<file path="src/rtl/toy_bpu_redirect_ctrl.sv">
// Front-end redirect sequencer: arbitrates BE/BP2 redirects, flushes the ROB for BE
// redirects, waits for the drain (bounded by a timeout) and strobes the new PC into pcgen.
module toy_bpu_redirect_ctrl #(
    parameter int PC_WIDTH      = 32,
    parameter int DRAIN_TIMEOUT = 64,
    parameter int CNT_WIDTH     = 8
) (
    input  logic                 clk,
    input  logic                 rst,
    input  logic                 be_redirect_vld,
    input  logic [PC_WIDTH-1:0]  be_redirect_pc,
    output logic                 be_redirect_rdy,
    input  logic                 bp2_redirect_vld,
    input  logic [PC_WIDTH-1:0]  bp2_redirect_pc,
    output logic                 bp2_redirect_rdy,
    output logic                 rob_flush,
    input  logic                 rob_flush_done,
    output logic                 pcgen_stall,
    output logic                 pcgen_redirect_vld,
    output logic [PC_WIDTH-1:0]  pcgen_redirect_pc,
    output logic                 pcgen_redirect_src,
    output logic                 timeout_err,
    output logic [CNT_WIDTH-1:0] drop_cnt
);

    // state | meaning
    // IDLE  | no redirect in flight, pcgen free to run
    // FLUSH | one-cycle ROB flush pulse for a BE redirect
    // DRAIN | waiting for ROB flush_done (bounded by DRAIN_TIMEOUT)
    // REDIR | one-cycle PC load strobe to pcgen
    typedef enum logic [1:0] {
        IDLE  = 2'd0,
        FLUSH = 2'd1,
        DRAIN = 2'd2,
        REDIR = 2'd3
    } state_t;

    localparam int DW = (DRAIN_TIMEOUT > 2) ? $clog2(DRAIN_TIMEOUT) : 1;
    localparam logic [DW-1:0] DRAIN_LAST = DW'(DRAIN_TIMEOUT - 1);

    state_t                state;
    logic [PC_WIDTH-1:0]   tgt_pc;
    logic                  src;
    logic [DW-1:0]         drain_cnt;

    always_ff @(posedge clk) begin
        if (rst) begin
            state       <= IDLE;
            tgt_pc      <= '0;
            src         <= 1'b0;
            drain_cnt   <= '0;
            timeout_err <= 1'b0;
            drop_cnt    <= '0;
        end else begin
            // BP2 loses whenever the sequencer is busy or BE arrives in the same cycle
            if (bp2_redirect_vld && ((state != IDLE) || be_redirect_vld))
                drop_cnt <= drop_cnt + CNT_WIDTH'(1);

            case (state)
                IDLE: begin
                    if (be_redirect_vld) begin
                        tgt_pc <= be_redirect_pc;
                        src    <= 1'b1;
                        state  <= FLUSH;
                    end else if (bp2_redirect_vld) begin
                        tgt_pc <= bp2_redirect_pc;
                        src    <= 1'b0;
                        state  <= REDIR;
                    end
                end
                FLUSH: begin
                    drain_cnt <= '0;
                    if (be_redirect_vld) begin
                        tgt_pc <= be_redirect_pc;
                        src    <= 1'b1;
                        state  <= FLUSH;
                    end else begin
                        state  <= DRAIN;
                    end
                end
                DRAIN: begin
                    drain_cnt <= drain_cnt + DW'(1);
                    if (be_redirect_vld) begin
                        tgt_pc <= be_redirect_pc;
                        src    <= 1'b1;
                        state  <= FLUSH;
                    end else if (rob_flush_done) begin
                        state  <= REDIR;
                    end else if (drain_cnt == DRAIN_LAST) begin
                        timeout_err <= 1'b1;
                        state       <= REDIR;
                    end
                end
                REDIR: begin
                    // strobe this cycle still carries the old target; a new BE restarts afterwards
                    if (be_redirect_vld) begin
                        tgt_pc <= be_redirect_pc;
                        src    <= 1'b1;
                        state  <= FLUSH;
                    end else begin
                        state  <= IDLE;
                    end
                end
                default: state <= IDLE;
            endcase
        end
    end

    assign be_redirect_rdy    = 1'b1;
    assign bp2_redirect_rdy   = 1'b1;
    assign rob_flush          = (state == FLUSH);
    assign pcgen_stall        = (state != IDLE);
    assign pcgen_redirect_vld = (state == REDIR);
    assign pcgen_redirect_pc  = tgt_pc;
    assign pcgen_redirect_src = src;

endmodule

</file>
<file path="config.mk">
export PLATFORM = sky130hd
export DESIGN_NAME = toy_bpu_redirect_ctrl
export DESIGN_NICKNAME = d
export VERILOG_FILES = /design/src/rtl/toy_bpu_redirect_ctrl.sv
export SDC_FILE = /design/constraint.sdc
export NUM_CORES = 1
export LEC_CHECK = 0
export CAP_MARGIN = 30
export CORE_MARGIN = 2
export CORE_UTILIZATION = 50
export DETAILED_ROUTE_END_ITERATION = 16
export DONT_BUFFER_PORTS = 1
export GPL_TIMING_DRIVEN = 0
export SLEW_MARGIN = 15
export SYNTH_ARGS = -nofsm -noshare
export SYNTH_HDL_FRONTEND = slang
export SYNTH_SLANG_ARGS = --single-unit
</file>
<file path="constraint.sdc">
create_clock -name clk -period 1.9 [get_ports clk]
set_clock_uncertainty 0.15 [all_clocks]
set_input_delay 0.19 -clock clk [delete_from_list [all_inputs] [get_ports clk]]
set_output_delay 0.19 -clock clk [all_outputs]
set_load 0.05 [all_outputs]
</file>
==> results of run 1 <==
[cell usage in the layout (no fill, tap or decap), drive strengths merged]
master / Yosys / layout
a21boi: 1 / 1
a21o: 1 / 1
a21oi: 7 / 7
and2: 1 / 1
and3: 2 / 2
and4: 1 / 1
buf: 11 / 13
bufinv: 0 / 1
clkbuf: 4 / 9
clkinvlp: 0 / 2
conb: 1 / 2
dfxtp: 50 / 50
dlygate4sd3: 0 / 49
ha: 6 / 6
inv: 5 / 5
mux2: 32 / 32
mux2i: 34 / 34
nand2: 6 / 6
nand2b: 7 / 7
nand3: 7 / 7
nand3b: 1 / 1
nand4: 4 / 4
nor2: 47 / 47
nor4: 1 / 1
o21ai: 3 / 3
o21bai: 1 / 1
or3: 2 / 2
xor2: 9 / 9
[where the power goes]
group	switching, mW	total (mW)	internal (mW)
registers	0.251	1.37	1.11
logic	0.218	0.453	0.235
clock network	0.354	0.745	0.392
[flip-flops by register name, summed over array words and instances, names as in the netlist]
name	count
drop_cnt	8
state	2
pcgen_redirect_pc	32
pcgen_redirect_src	1
drain_cnt	6
timeout_err	1
[routing by layer]
layer  GRT usage [%]  share of wire (%)
met1            23.7                 43
met2            34.0                 49
met3            6.58                7.1
met4            4.85               0.50
met5               0                  0
[critical path, cell delays in order (launching register included)]
cell and delay, ps:
dfxtp_2 370, inv_1 60, ha_2 220, nand2_4 120
buf_6 160, mux2_1 350, mux2i_1 160, nor2_1 50
[cells in the mapped netlist, types with 2 or more instances]
cell,count
xor2_1,9
nand2b_1,6
nand2_1,5
nor2_1,47
buf_6,3
or3_1,2
nand3_1,7
o21ai_0,3
ha_1,6
buf_2,4
and3_1,2
inv_1,5
buf_4,3
dfxtp_1,50
mux2i_1,34
a21oi_1,7
nand4_1,4
mux2_1,32
clkbuf_1,4
[what timing repair did]
item / 4_1_cts / 5_1_grt
setup endpoints to repair: 0 / 31
endpoints found under the hold margin: 38 / 1
gates resized for setup: 0 / 6
buffers inserted: 0 / 2
hold buffers: 48 / 1
[how the worst max path moves through the flow]
stage,to
finish,pcgen_redirect_pc[11]
global route,pcgen_redirect_pc[15]
CTS,pcgen_redirect_pc[3]
detailed placement,pcgen_redirect_pc[3]
global placement,pcgen_redirect_pc[3]
floorplan,drop_cnt[7]
[kinds of logic after synthesis]
group | count (synthesis) | synth area share [%]
simple gates | 79 | 15.2
mux | 66 | 29.0
flops | 50 | 41.4
buf+inv | 20 | 4.71
compound gates | 13 | 3.16
xor+xnor | 9 | 3.26
fa+ha+maj | 6 | 3.11
other cells | 1 | 0.155
[layout make-up]
cell class | count | area, µm²
buffer | 15 | 95.1
sequential | 50 | 1010
clock inverter | 3 | 45.0
tap | 54 | 67.6
fill | 377 | 1580
clock buffer | 5 | 68.8
timing repair buffer | 51 | 505
multi-input combinational | 175 | 1310
inverter | 5 | 18.8
==> flow_summary.ini, run 1 <==
[cts]
clk_path_buf_depth = 2
clk_latency_ps = 300
cts_sinks = 50
clk_pin_slew_worst_paths_ps = 100
numCtsBuffers = 5
cts_tree = done
cts_root_buffer = clkbuf_8
htreeDepth = 2

[worst_hold_path]
worstHoldEndpoint = pcgen_redirect_pc[25]
hold_start = bp2_redirect_pc[25]
hp-class = in2reg
min_path_cells = 3

[global_routing]
gr-usage-all-layers_pct = 19.8
grt_pass1_vias = 1829
grt_overflow = 0
antenna_found_initial = 0
grt_pass1_wl_mm = 8.28
grt_max_degree = 17

[worst_setup_path]
r2r-start = state[0]
ff2ff_path_depth = 7
cp-end-kind = register
cp_max_fo = 10
reg2reg_slack_ps = 140
startpoint = state[0]
startpoint_type = register
cp_data_required_time_ps = 1930
r2r-end = pcgen_redirect_pc[11]
cp.arrival_ps = 1800
criticalPathCategory = reg2reg

[place]
dp_cells = 299
io_buffer_count = 0
routabilityCongestion = 0.761
pre_cts_slack_ps = 15.3
hpwl_mm = 3.48
placed_area_um2 = 2490

[detailed_routing]
vias = 1854
drtIter0Drc = 66
drt-total-wl_mm = 5.37
ant_nets = 0
drt_pass1_iterations = 4
viasPerCell = 5.18
wl_per_cell_um = 15.0
drc = 0

[logic_synthesis]
synthArstFlopShare_pct = 0
seq_area_frac_synth_pct = 41.4
synth_top_area_share_pct = 41.4
synth_top_cell_by_area = dfxtp_1
ys_ff_latch = 50
yosys_warnings = 0
avgSynthCellArea_um2 = 9.90
synth_edf_count = 0
syn-cell-area_um2 = 2420
yosys-top-cells-area = dfxtp_1 (41%), mux2_1 (15%), mux2i_1 (14%)
ys_types = 30
synth_ff_type = dfxtp_1
netlist_instances = 244

[layout]
final_util_pct = 66.4
fin_cells = 358
nets = 378
diodes = 0
area_growth_pct = 28.9
design_area_um2 = 3120
layout-drive-gt1-share_pct = 9.54

[sta]
setup_violations = 0
slew_violations = 0
timing.setup.tns_ps = 0
rsz0062_at_grt = no
fmax_mhz = 567
period_needed_ps = 1760
fin_hold_ws_ps = 5.19
tightestPinTransition_ps = 604
hold_viol = 0
post-route-period-util_pct = 92.8
relSlewSlack_pct = 59.7
worst_slack_ps = 137

[power_and_ir_drop]
p_leak_nw = 1.35
ir_drop_mv = 0.510
pwr_density_cell_nw_per_um2 = 823
total_power_mw = 2.56

[die]
die-area_um2 = 5400
die_w_um = 73.5
start_util_pct = 51.5
io_pins = 116
core_um2 = 4690
die_h_um = 73.5
rows = 25

[run]
cap_violations = 0

[status]
status = complete, no violations
Power figures use the tool's default switching activity.
==> run 2: changes to the inputs <==
--- a/config.mk
+++ b/config.mk
@@ -5,6 +5,7 @@
 export SDC_FILE = /design/constraint.sdc
 export NUM_CORES = 1
 export LEC_CHECK = 0
+export ABC_AREA = 1
 export CAP_MARGIN = 30
 export CORE_MARGIN = 2
 export CORE_UTILIZATION = 50
==> run 2 against run 1 <==
Compared with the run above: critical path depth unchanged; fmax increased by 0.62%; design area rose by 2.2%; synthesized cell count up 12%; utilization up 5.3 points; cell count is 12% higher; critical endpoint is now timeout_err.
==> flow_summary.ini, run 2 <==
[worst_setup_path]
cp.arrival_ps = 1840
reg2reg_slack_ps = 150
r2r-start = state[0]
cp_max_fo = 4
cp-end-kind = register
ff2ff_path_depth = 7
r2r-end = timeout_err
criticalPathCategory = reg2reg
cp_data_required_time_ps = 1990
startpoint_type = register

[power_and_ir_drop]
power.net_switching_uw = 968
p_leak_nw = 1.25
p_sw_share_pct = 36.6
ir_drop_mv = 0.632
pwr_density_cell_nw_per_um2 = 829
p_comb_share_pct = 20.9
power.share.clock_pct = 23.8
total_power_mw = 2.64
seqPwrFrac_pct = 55.3
internal_power_mw = 1.67

[die]
io_pins = 116
rows = 24
start_util_pct = 52.9
die_h_um = 72.6
die-area_um2 = 5260
core_um2 = 4440
die_w_um = 72.6

[detailed_routing]
ant_nets = 0
drc = 0
wl_per_cell_um = 15.9
viasPerCell = 5.52
drt_pass1_iterations = 4
drt-total-wl_mm = 6.40
drtIter0Drc = 118
vias = 2214

[global_routing]
grt_overflow = 0
grt_pass1_vias = 2143
gr-usage-all-layers_pct = 24.3
grt_max_degree = 15
antenna_found_initial = 0
grt_pass1_wl_mm = 10.1

[layout]
nets = 423
mostFrequentLayoutCell = dlygate4sd3_1
fillers = 345
area_growth_pct = 35.6
largest_reg_flops = 32
diodes = 0
layout_common_cells = dlygate4sd3_1 (67), dfxtp_1 (50), o22ai_1 (32), o21ai_1 (31), a21oi_2 (29)
final_util_pct = 71.7
layout-drive-gt1-share_pct = 18.6

[logic_synthesis]
syn-cell-area_um2 = 2350
synth_edf_count = 0
netlist_instances = 273
yosys-top-cells-area = dfxtp_1 (43%), a21oi_2 (11%), o22ai_1 (8.5%)
avgSynthCellArea_um2 = 8.61
yosys_warnings = 0
synthArstFlopShare_pct = 0
ys_ff_latch = 50
seq_area_frac_synth_pct = 42.6
ys_types = 29
synth_top_area_share_pct = 42.6
synth_commonest_cells = dfxtp_1 (50), o22ai_1 (32), o21ai_1 (30)
synth_ff_type = dfxtp_1
synth_top_cell_by_area = dfxtp_1
yosys.cell_count.top_type = dfxtp_1

[cts]
cts_sinks = 50
cts_root_buffer = clkbuf_8
cts_tree = done
post_cts.repair.setup_buffers = 0
clk_pin_slew_worst_paths_ps = 90
clk_latency_ps = 290
numCtsBuffers = 5
htreeDepth = 2
clk_path_buf_depth = 2

[sta]
rsz0062_at_grt = no
slew_violations = 0
fmax_mhz = 571
tightestPinTransition_ps = 609
setup_violations = 0
timing.setup.tns_ps = 0
post-route-period-util_pct = 92.2
hold_viol = 0
relSlewSlack_pct = 59.4
period_needed_ps = 1750

[worst_hold_path]
worstHoldEndpoint = drop_cnt[2]
hp-class = in2reg
min_path_cells = 3
hold_start = bp2_redirect_vld

[status]
status = complete, no violations

[run]
cap_violations = 0

[place]
routabilityCongestion = 0.790
hpwl_mm = 3.82
io_buffer_count = 0
[run 2: changes by cell type after synthesis, sizes merged, moves of 26 or more]
cell / delta
mux2i: -34
a21oi: +37
mux2: -32
o21ai: +33
o22ai: +32
nor2: -26
[run 2: worst max-delay path, cell delays in order (launching register included)]
cell,delay [ps]
dfxtp_1,350
inv_1,90
ha_2,200
nand2_1,70
nor2_2,90
nand4_1,90
a21oi_1,120
dlygate4sd3_1,550
[run 2: power groups by stage]
stage	Combinational (mW)	Clock (mW)	Sequential [mW]
4_1_cts	0.539	0.648	1.46
5_1_grt	0.602	0.703	1.47
6_report	0.551	0.629	1.46
3_3_place_gp	0.423	0	1.49
2_1_floorplan	0.367	0	1.47
3_5_place_dp	0.427	0	1.49
[run 2: final cells by class]
type	instances	area (µm²)	area share, %
plain buffers	19	149	4.67
repair buffers	67	671	21.1
well taps	52	65.1	2.04
clock inverters	1	5.00	0.157
clock buffers	7	86.3	2.71
flip-flops and latches	50	1000	31.4
inverters	18	75.1	2.36
multi-input cells	187	1130	35.6
[run 2: per-stage QoR]
stage | hold WS, ps | cells | worst slack [ps] | cell area, µm²
after global placement | 110 | 326 | 193 | 2420
after global routing | 17.7 | 401 | 18.9 | 3190
after detailed placement | 112 | 326 | 207 | 2420
after CTS | 13.6 | 401 | 104 | 3180
final | 17.0 | 401 | 148 | 3190
after floorplan | 109 | 274 | 328 | 2350
[run 2: how the worst max path moves through the flow]
stage,startpoint,end,slack [ps]
2_1_floorplan,drop_cnt[0],drop_cnt[6],330
6_report,state[0],timeout_err,150
4_1_cts,state[0],timeout_err,100
3_3_place_gp,state[0],drain_cnt[4],190
5_1_grt,state[0],timeout_err,20
3_5_place_dp,state[0],drain_cnt[4],210
[run 2: timing repair]
action | CTS | global route
hold buffers | 67 | 0
endpoints found under the hold margin | 39 | 0
gates resized for setup | 0 | 3
endpoints found under the setup margin | 0 | 1
[run 2: cell families (layout without fill, tap and decap cells)]
group	count (synthesis)	count (layout)	share of synthesized area [%]
AOI/OAI and AO/OA	112	112	30.2
and+or+nand+nor	64	64	13.2
DFF	50	50	42.6
buffers and inverters	37	112	9.53
adders and majority gates	6	6	3.19
xor gates and xnor gates	3	3	1.12
other	1	2	0.160
[run 2: metal layers]
layer  wire length, µm  vias to the layer above  GRT usage, %
met5                 0                        -             0
met3               400                       10          6.81
met4                94                        0          6.58
met2              3270                       86          42.8
met1              2630                     1014          28.8
li1                  -                     1104             -
==> run 3: changes to the inputs <==
--- a/config.mk
+++ b/config.mk
@@ -6,12 +6,13 @@
 export NUM_CORES = 1
 export LEC_CHECK = 0
 export ABC_AREA = 1
-export CAP_MARGIN = 30
+export CAP_MARGIN = 20
 export CORE_MARGIN = 2
 export CORE_UTILIZATION = 50
 export DETAILED_ROUTE_END_ITERATION = 16
 export DONT_BUFFER_PORTS = 1
 export GPL_TIMING_DRIVEN = 0
+export HOLD_SLACK_MARGIN = 0.08
 export SLEW_MARGIN = 15
 export SYNTH_ARGS = -nofsm -noshare
 export SYNTH_HDL_FRONTEND = slang
==> run 3 against run 2 <==
Compared with the run above: die area is the same; via count is 0.14% lower; cell count up 0.25%; design area increased by 0.16%; fmax shrank 5.0%; global-route usage is 0.058 points higher; first-iteration DRC count increased by 25%; non-clock buffer count rose by 1; critical path type unchanged; largest power group unchanged; highest routed layer unchanged.
==> flow_summary.ini, run 3 (synthesized netlist as in run 2, its figures left out) <==
[status]
status = complete, no violations

[global_routing]
grt_pass1_vias = 2148
gr-usage-all-layers_pct = 24.3
grt_overflow = 0
grt_max_degree = 15
grt_pass1_wl_mm = 10.1
antenna_found_initial = 0

[worst_setup_path]
path_cells = inv_1 -> ha_1 -> nand2_2 -> nand2_1 -> a21oi_1 -> dlygate4sd3_1
criticalPathCategory = reg2reg
startpoint_type = register
cpPeakStageDelay_ps = 550
cp.arrival_ps = 1940
cp-end-kind = register
path_buf_inv = 2
cp_data_required_time_ps = 1990
cp_max_fo = 4
slowest_stage = dlygate4sd3_1
path_delay_family = buffers and inverters

[sta]
period_needed_ps = 1840
hold_viol = 0
relSlewSlack_pct = 59.6
slew_violations = 0
setup_violations = 0
timing.setup.tns_ps = 0
tightestPinTransition_ps = 605
rsz0062_at_grt = yes
post-route-period-util_pct = 97.1
fmax_mhz = 542

[die]
die_w_um = 72.6
rows = 24
core_um2 = 4440
die_h_um = 72.6
io_pins = 116
start_util_pct = 52.9
die-area_um2 = 5260

[layout]
fillers = 348
area_growth_pct = 35.8
design_area_um2 = 3190
diodes = 0
layout_common_cells = dlygate4sd3_1 (68), dfxtp_1 (50), o22ai_1 (32), o21ai_1 (30), a21oi_2 (29)
nets = 424
mostFrequentLayoutCell = dlygate4sd3_1
fin_cells = 402
layout-drive-gt1-share_pct = 18.0
largest_reg_flops = 32

[cts]
clk_latency_ps = 290
clk_path_buf_depth = 2
clk_pin_slew_worst_paths_ps = 90
cts_root_buffer = clkbuf_8
htreeDepth = 2
cts_sinks = 50
cts_tree = done
numCtsBuffers = 5
cts_resized = 0

[detailed_routing]
drc = 0
viasPerCell = 5.50
drtIter0Drc = 147
vias = 2211
drt-total-wl_mm = 6.42
drt_pass1_iterations = 4
wl_per_cell_um = 16.0
ant_nets = 0

[power_and_ir_drop]
p_leak_nw = 1.26
pwr_density_cell_nw_per_um2 = 828
ir_drop_mv = 0.633

[worst_hold_path]
hp-class = in2reg

[place]
routabilityCongestion = 0.790
dp_cells = 326
placed_area_um2 = 2420
io_buffer_count = 0
hpwl_mm = 3.82

[run]
cap_violations = 0
==> run 3: changes by cell type in the layout (fill, tap and decap cells not counted), sizes merged <==
cell	change
dlygate4sd3	+1
==> run 3: metal layers <==
layer | share of wire (%) | GRT usage, %
met3 | 6.0 | 6.94
met5 | 0 | 0
met2 | 51 | 43.2
met1 | 41 | 28.6
met4 | 1.5 | 6.58
==> run 3: path summary, 6_finish.rpt <==
kind / startpoint / end / slack, ps / depth (start not counted)
max: state[0] / pcgen_redirect_src / 60 / 6
min: be_redirect_vld / pcgen_redirect_pc[0] / 100 / 3
max reg2reg: state[0] / pcgen_redirect_src / 60 / 6
min reg2reg: drain_cnt[1] / drain_cnt[1] / 360 / 2
==> run 3: power by group <==
group / internal [mW] / switching (mW)
Clock: 0.294 / 0.334
Combinational: 0.249 / 0.304
Sequential: 1.13 / 0.331
==> run 3: layout make-up <==
type	count	area [µm²]	share of cell area (%)
Multi-Input combinational cell	187	1130	35.4
Sequential cell	50	1000	31.4
Timing Repair Buffer	68	681	21.3
Buffer	19	149	4.67
Clock buffer	7	86.3	2.71
Inverter	18	75.1	2.35
Tap cell	52	65.1	2.04
Clock inverter	1	5.00	0.157
==> run 3: repair_timing <==
| item | CTS | global route |
|---|---|---|
| hold buffers | 68 | 0 |
| endpoints found under the setup margin | 0 | 2 |
| setup buffers | 0 | 0 |
| hold endpoints to repair | 45 | 0 |
==> run 3: through the flow <==
step | worst slack (ps) | power [mW] | hold WS, ps | util (%)
global route | -45.1 | 2.78 | 107 | 71.8
finish | 55.3 | 2.64 | 95.5 | 71.8
detailed placement | 207 | 1.91 | 112 | 54.4
global placement | 193 | 1.91 | 110 | 54.4
floorplan | 328 | 1.83 | 109 | -
CTS | 87.2 | 2.65 | 94.6 | 71.8
==> run 3: tightest hold or removal path: cells and delay by family <==
family / cells / cell delay, ps
buf+inv: 1 / 110
compound gates: 2 / 200
